## config.mk

```make
export PLATFORM = sky130hd
export DESIGN_NAME = lifo_core
export DESIGN_NICKNAME = d
export VERILOG_FILES = /design/src/rtl/lifo_pkg.sv /design/src/rtl/lifo_ram.sv /design/src/rtl/lifo_core.sv
export SDC_FILE = /design/constraint.sdc
export NUM_CORES = 2
export LEC_CHECK = 0
export BUFFER_PORTS_ARGS = -buffer_cell sky130_fd_sc_hd__buf_2
export CAP_MARGIN = 30
export CELL_PAD_IN_SITES_DETAIL_PLACEMENT = 1
export CELL_PAD_IN_SITES_GLOBAL_PLACEMENT = 2
export CORE_ASPECT_RATIO = 0.9
export CORE_MARGIN = 2
export CORE_UTILIZATION = 39
export CTS_BUF_LIST = sky130_fd_sc_hd__clkbuf_8
export CTS_CLUSTER_SIZE = 40
export DETAILED_ROUTE_END_ITERATION = 6
export PLACE_DENSITY_LB_ADDON = 0.1
export SLEW_MARGIN = 10
export SYNTH_ARGS = -nofsm -noshare
export SYNTH_HDL_FRONTEND = slang
export SYNTH_SLANG_ARGS = --single-unit
```

## constraint.sdc

```tcl
create_clock -name clk -period 5.8 [get_ports clk]
set_clock_uncertainty 0.2 [all_clocks]
set_input_delay 1.16 -clock clk [delete_from_list [all_inputs] [get_ports clk]]
set_output_delay 1.16 -clock clk [all_outputs]
set_load 0.005 [all_outputs]
```

## src/rtl/lifo_pkg.sv

```systemverilog
// Shared LIFO constants and parity helper used by lifo_core and the status block.
// LIFO_PARITY_EN selects whether stored entries carry an even-parity bit.
package lifo_pkg;

    localparam int LIFO_DATA_W = 8;
    localparam int LIFO_DEPTH  = 512;
    localparam int LIFO_PTR_W  = 10;
    localparam int LIFO_THRESH = 8;
    localparam int PAR_MAX_W   = 64;

    // Callers zero-extend their data to PAR_MAX_W; zero bits do not change parity.
    function automatic logic even_par(input logic [PAR_MAX_W-1:0] d);
        return ^d;
    endfunction

endpackage

```

## src/rtl/lifo_ram.sv

```systemverilog
// Stack storage: one write port, one registered read port, no reset (block RAM).
// Latency 1 cycle on read; read-before-write when both ports hit the same address.
module lifo_ram #(
    parameter int W     = 8,
    parameter int DEPTH = 512,
    parameter int AW    = 9
) (
    input  logic          clk,
    input  logic          we,
    input  logic [AW-1:0] waddr,
    input  logic [W-1:0]  wdat,
    input  logic          re,
    input  logic [AW-1:0] raddr,
    output logic [W-1:0]  rdat
);

    logic [W-1:0] mem [DEPTH];
    logic [W-1:0] rdat_q;

    always_ff @(posedge clk) begin
        if (we) begin
            mem[waddr] <= wdat;
        end
        if (re) begin
            rdat_q <= mem[raddr];
        end
    end

    assign rdat = rdat_q;

endmodule

```

## src/rtl/lifo_core.sv

```systemverilog
// LIFO storage/pointer engine; pop data 1 cycle after accepted rd; flags from registered pointer.
// No backpressure: push blocked when full, pop blocked when empty. LIFO_PARITY_EN adds per-entry parity.
module lifo_core
    import lifo_pkg::*;
#(
    parameter int DATA_W = LIFO_DATA_W,
    parameter int DEPTH  = LIFO_DEPTH,
    parameter int PTR_W  = LIFO_PTR_W
) (
    input  logic              clk,
    input  logic              rst_n,
    input  logic              wr,
    input  logic              rd,
    input  logic [DATA_W-1:0] data_in,
    output logic [DATA_W-1:0] data_out,
    output logic              data_valid,
    output logic              lifo_empty,
    output logic              lifo_full,
    output logic [PTR_W-1:0]  pointer,
    output logic              par_err
);

    localparam int AW = (DEPTH > 1) ? $clog2(DEPTH) : 1;
`ifdef LIFO_PARITY_EN
    localparam int RAM_W = DATA_W + 1;
`else
    localparam int RAM_W = DATA_W;
`endif
    localparam logic [PTR_W-1:0] FULL_PTR = PTR_W'(DEPTH);

    logic [PTR_W-1:0] ptr_q, ptr_d;
    logic             empty_q, empty_d;
    logic             full_q, full_d;
    logic             dvld_q, dvld_d;
    logic             rd_seen_q, rd_seen_d;
    logic             push_ok, pop_ok;
    logic [AW-1:0]    waddr, raddr;
    logic [RAM_W-1:0] wdat, rdat;

    always_comb begin
        push_ok = wr & ~full_q;
        pop_ok  = rd & ~empty_q;
        raddr   = AW'(ptr_q) - AW'(1);
        // A simultaneous push/pop replaces the top entry in place.
        waddr   = (push_ok & pop_ok) ? raddr : AW'(ptr_q);

        ptr_d = ptr_q;
        if (push_ok & ~pop_ok) begin
            ptr_d = ptr_q + PTR_W'(1);
        end else if (pop_ok & ~push_ok) begin
            ptr_d = ptr_q - PTR_W'(1);
        end

        empty_d   = (ptr_d == '0);
        full_d    = (ptr_d == FULL_PTR);
        dvld_d    = pop_ok;
        rd_seen_d = rd_seen_q | pop_ok;
    end

`ifdef LIFO_PARITY_EN
    assign wdat    = {even_par(PAR_MAX_W'(data_in)), data_in};
    assign par_err = dvld_q & (even_par(PAR_MAX_W'(rdat[DATA_W-1:0])) ^ rdat[DATA_W]);
`else
    assign wdat    = data_in;
    assign par_err = 1'b0;
`endif

    always_ff @(posedge clk or negedge rst_n) begin
        if (!rst_n) begin
            ptr_q     <= '0;
            empty_q   <= 1'b1;
            full_q    <= 1'b0;
            dvld_q    <= 1'b0;
            rd_seen_q <= 1'b0;
        end else begin
            ptr_q     <= ptr_d;
            empty_q   <= empty_d;
            full_q    <= full_d;
            dvld_q    <= dvld_d;
            rd_seen_q <= rd_seen_d;
        end
    end

    lifo_ram #(
        .W     (RAM_W),
        .DEPTH (DEPTH),
        .AW    (AW)
    ) u_ram (
        .clk   (clk),
        .we    (push_ok),
        .waddr (waddr),
        .wdat  (wdat),
        .re    (pop_ok),
        .raddr (raddr),
        .rdat  (rdat)
    );

    // RAM output has no reset, so data_out reads zero until the first pop lands.
    assign data_out   = rd_seen_q ? rdat[DATA_W-1:0] : '0;
    assign data_valid = dvld_q;
    assign lifo_empty = empty_q;
    assign lifo_full  = full_q;
    assign pointer    = ptr_q;

endmodule
```

* Word level (Yosys, flattened, before mapping)
Memories as Yosys holds them, arrays and structs flattened. A register that Yosys moved wholly into a read port is not among the register bits. Cells that the tools add are included.
Cells by class: add/sub/neg operators 3, equal/unequal tests 1, mux-type cells 6, bitwise operators 10, reduce and logical (&&, ||, !) cells 1
Operators by type and width (number):
- $mux W10 | 2
- $add A10 B1 Y10 const B | 1
- $eq A10 B10 Y1 const B | 1
- $logic_not A10 Y1 | 1
- $sub A10 B1 Y10 const B | 1
- $mux W9 | 1
- $sub A9 B1 Y9 const B | 1
- $mux W8 | 1
- $and A1 B1 Y1 | 5
- $not A1 Y1 | 4
- $mux W1 | 2
- $or A1 B1 Y1 | 1
Storage, ports and cells: bits in registers 14, bits in writable memories 4096, input bits 12, output and inout port bits 22, word-level logic and storage cells 27, memories 1
Memory list:
- u_ram.mem | words 512, width 8, read ports 1, clocked after Yosys merged registers in 1, write ports 1, RTL line lifo_ram.sv:17 | logic [W-1:0] mem [DEPTH];

* Logic depth before layout (Yosys ltp)
depth in word-level cells 7, gate-level depth with buffers 19, gate-level depth less buffers 10

* Modules after synthesis
From an unflattened synthesis, not the netlist that was laid out.
Second synthesis, totals: cells, all modules 8156, area, all modules 161239.6 sq um
By module, submodules not included:
- lifo_ram | instances 1, cells an instance 8030, area an instance 160007.2 sq um, sequential area each 123238.2 sq um
- lifo_core | instances 1, cells an instance 126, area an instance 1232.4 sq um, sequential area each 351.6 sq um

* Least setup slack after synthesis
OpenSTA, ideal clock, no wires.
kind flip-flop to flip-flop, start point register ptr_q[0], in the netlist pointer[0], end point memory u_ram.mem[100][0] (enable), library setup time 0.370 ns, arrival time 3.810 ns, data required time 5.230 ns, setup slack 1.420 ns, stages on the path, launching flop included 18, path buffers 11, period minus slack after synthesis 4.380 ns, cells stage by stage dfrtp_1 > buf_6 > buf_6 > buf_6 > buf_4 > buf_6 > inv_2 > ha_1 > buf_2 > buf_2 > buf_2 > buf_2 > buf_1 > a22oi_1 > nor2_1 > nand2_1 > clkbuf_1 > nor2_1
Between the ends: word-level cells in the longest chain between the ends 2
Ends and longest elaborated chain:
- from (decl) | RTL line lifo_core.sv:31 | logic [PTR_W-1:0] ptr_q, ptr_d;
- from (signal assigned) | RTL line lifo_core.sv:76 | ptr_q <= ptr_d;
- $sub A9 B1 Y9 | RTL line lifo_core.sv:43 | raddr = AW'(ptr_q) - AW'(1);
- $mux W9 * | RTL line lifo_core.sv:45 | waddr = (push_ok & pop_ok) ? raddr : AW'(ptr_q);
- to (decl) | RTL line lifo_ram.sv:17
Mark *: on every way between the ends. The rest lies on a longest branch, timed or not.

* Final worst setup path
start point register ptr_q[0], in the netlist pointer[0], end point register u_ram.rdat_q[6], in the netlist u_ram.rdat[6], read port of u_ram.mem (data pin)
Between the ends: word-level cells in the longest chain between the ends 1
Ends and longest elaborated chain:
- $sub A9 B1 Y9 | RTL line lifo_core.sv:43
- to (decl) | RTL line lifo_ram.sv:18 | logic [W-1:0] rdat_q;
Every way passes these cells.

==> key figures <==
STA
  • Slew headroom: around a quarter
  • Max-slew violation count: 0
  • Crit share post-route: 93.9%
  • Setup_tns: 0 ps
  • Worst-Margin Slew: 1130 ps
  • RSZ-0062 raised after global routing: false
  • Tmin final: 5440 ps
  • Highest clock rate: 184 MHz
  • Fin Hold WS: 246 ps
  • Final setup viols: 0
  • Final-report hold violation count: 0

Clocking
  • Root buffer cell: clkbuf_8
  • Clock Path Buffers: 4
  • Post-CTS Hold Buffers: 1
  • Clock Latency Late Sink: 1210 ps
  • Reg clk slew, reported paths: 50 ps
  • CTS HTree Levels: 6
  • # resized after CTS: 0
  • CTS Sinks: just over 4,000
  • CTS tree: yes
  • Post-CTS Setup Inserts: 0
  • CTS Buf Count: 682

Worst setup path
  • CP Launch Point: pointer[0]
  • Crit Path Max Fanout: 33
  • R2R Setup Slk: 360 ps
  • Critical path endpoint category: register
  • Critical path launch point type: register
  • R2r endpoint: u_ram.rdat[6]
  • Reg2reg start: pointer[0]
  • CP Class: register to register
  • CP arrival: 6200 ps
  • R2R depth: 10
  • Critical Path RT: 6560 ps
  • Worst setup path end: u_ram.rdat[6]

Yosys
  • Mapped Avg Cell Area: around 22 sq um
  • Synth top area share: 77.2%
  • Yosys warns: 0
  • Synthesized Nets: between 7,000 and 8,000
  • Ys async rst share: less than 1%
  • Seq/Total Area, Yosys: 77.5%
  • Number of synthesized flops with an enable pin: 4,104
  • Netlist cell types: 68
  • Synthesized area: 0.160 sq mm
  • Top_reg_cell synth: edfxtp_1
  • Gate Count Post-Synth: 7,323
  • Post-synthesis register bit count: 4,118
  • Leading area contributor after synthesis: edfxtp_1
  • Ranking of synthesized cells by area: edfxtp_1 77%, mux4_2 16%, nor2_1 1.3%

Drt
  • DRT antenna net count: 0
  • Drt total wl: ~480,000 microns
  • DRC viols: 1
  • 1st-iter DRT viols: 8,689
  • Routed len/inst: roughly 34 microns
  • Drt pass-1 iters: 7
  • Total number of vias: between 70,000 and 80,000
  • Post-DR vias/cell: 5.63

Power
  • Maximum vdd ir drop: 0.636 mV
  • Cell area power density: around 520 mW/mm^2
  • Leakage power: ~57 nW

Run status
  • Outcome: complete, but fails checks
  • Failing checks: design-rule violations

Cells and area
  • Nets: 8,174
  • Most frequent cells in the layout: 4,104 x edfxtp_1, 1,139 x mux4_2, 690 x clkbuf_8, 558 x nor2_1, 481 x buf_4
  • Most common cell after layout, fill and taps aside: edfxtp_1
  • Layout area overhead: 14.1%
  • Area of the multi-input gates: around 0.034 sq mm
  • FF/Latch Area: 0.124 sq mm
  • Fillcell total: 37,485
  • Layout cell share with drive strength beyond 1: 30.0%
  • Fin util: 44.8%

Floorplanning
  • I/O pin count: 34
  • Die area: a little over 0.4 sq mm
  • Site row count: 222
  • Die Span Y: approximately 600 microns
  • Core area: 0.407 sq mm
  • Die W: around 680 microns
  • Initial Utilization: 39.2%

Worst hold path
  • Worst hold path type: input pin to register

GRT
  • Largest net degree at the start of global routing: 152
  • Congestion Overflow GR: 0
  • Antenna violations before repair: 30
  • Number of global-route vias before repair: 83,415
  • All-Layer GR Usage: between 20 and 25%
  • First-pass GRT wire length: around 670,000 microns

Placement
  • Final Wtd Congestion: 0.828
  • Hpwl dp: 288,000 microns
  • I/O Buffers: 32

Flow run
  • Max Cap Viol: 0
cells in the mapped netlist (all sizes together), types with 17 or more instances:
| master | n |
|---|---|
| edfxtp | 4104 |
| mux4 | 1139 |
| nor2 | 567 |
| nand2 | 407 |
| buf | 246 |
| clkbuf | 199 |
| nand3 | 132 |
| a22oi | 108 |
| a21oi | 56 |
| a31oi | 34 |
| nand4 | 33 |
| a221oi | 31 |
| a22o | 31 |
| mux2i | 23 |
| nor4 | 20 |
| o21ai | 19 |
| o22ai | 19 |
| xnor2 | 17 |
cells by family (layout without fill, tap and decap cells):
| group | count (synthesis) | count (layout) | synth area share [%] |
|---|---|---|---|
| flops | 4118 | 4118 | 77.5 |
| other cells | 1 | 3 | 0.00235 |
| buf+inv | 450 | 1811 | 1.38 |
| fa+ha+maj | 2 | 2 | 0.0157 |
| xor+xnor | 25 | 25 | 0.154 |
| mux | 1163 | 1163 | 16.2 |
| compound gates | 352 | 352 | 1.59 |
| simple gates | 1212 | 1212 | 3.16 |
cell type report:
cell class | instances | area share [%]
sequential | 4118 | 67.9
multi-input combinational | 2755 | 18.7
clock buffer | 690 | 5.22
tap | 5376 | 3.69
timing repair buffer | 598 | 3.05
clock inverter | 518 | 1.45
inverter | 5 | 0.0103
antenna | 2 | 0.00275
metal layers:
layer | global-route usage, % | part of all wire (%)
met3 | 4.00 | 6.4
met4 | 5.94 | 2.5
met2 | 35.0 | 46
met1 | 34.0 | 45
met5 | 0 | 0.0048
sequential cells by signal (all words and copies together) (netlist names):
register / count
rd_seen_q: 1
u_ram.mem: 4096
pointer: 10
data_valid: 1
lifo_full: 1
lifo_empty: 1
u_ram.rdat: 8
through the flow:
stage	total power [mW]	cell area [sq um]	setup slack, ps	std cells
2_1_floorplan	55.5	160000	1420	7323
3_3_place_gp	72.2	170000	276	12840
3_5_place_dp	72.5	170000	398	12848
4_1_cts	96.1	182000	529	14057
5_1_grt	98.6	182000	258	14061
6_report	95.0	182000	357	14062
power by group:
part / switching, mW / leakage, nW / total (mW) / internal, mW
clock network: 11.9 / 7.02 / 23.5 / 11.6
logic: 23.4 / 13.3 / 38.2 / 14.8
registers: 0.227 / 37.0 / 33.3 / 33.0
total: 35.5 / 57.4 / 95.0 / 59.5
worst max-delay path: stages (launching register included):
cell	delay, ps
dfrtp_4	840
inv_2	120
ha_4	600
buf_12	260
buf_4	310
mux4_2	420
mux4_2	510
a22o_1	460
a31oi_1	750
o22ai_1	210
a2111o_1	440
how the worst min path moves through the flow:
| stage | startpoint | to | cells past startpoint |
|---|---|---|---|
| floorplan | pointer[9] | pointer[9] | 1 |
| global placement | rd_seen_q | rd_seen_q | 1 |
| detailed placement | rd_seen_q | rd_seen_q | 1 |
| CTS | data_in[0] | u_ram.mem[454][0] | 1 |
| global route | data_in[0] | u_ram.mem[454][0] | 1 |
| finish | data_in[0] | u_ram.mem[500][0] | 1 |
Power figures use the tool's default switching activity.
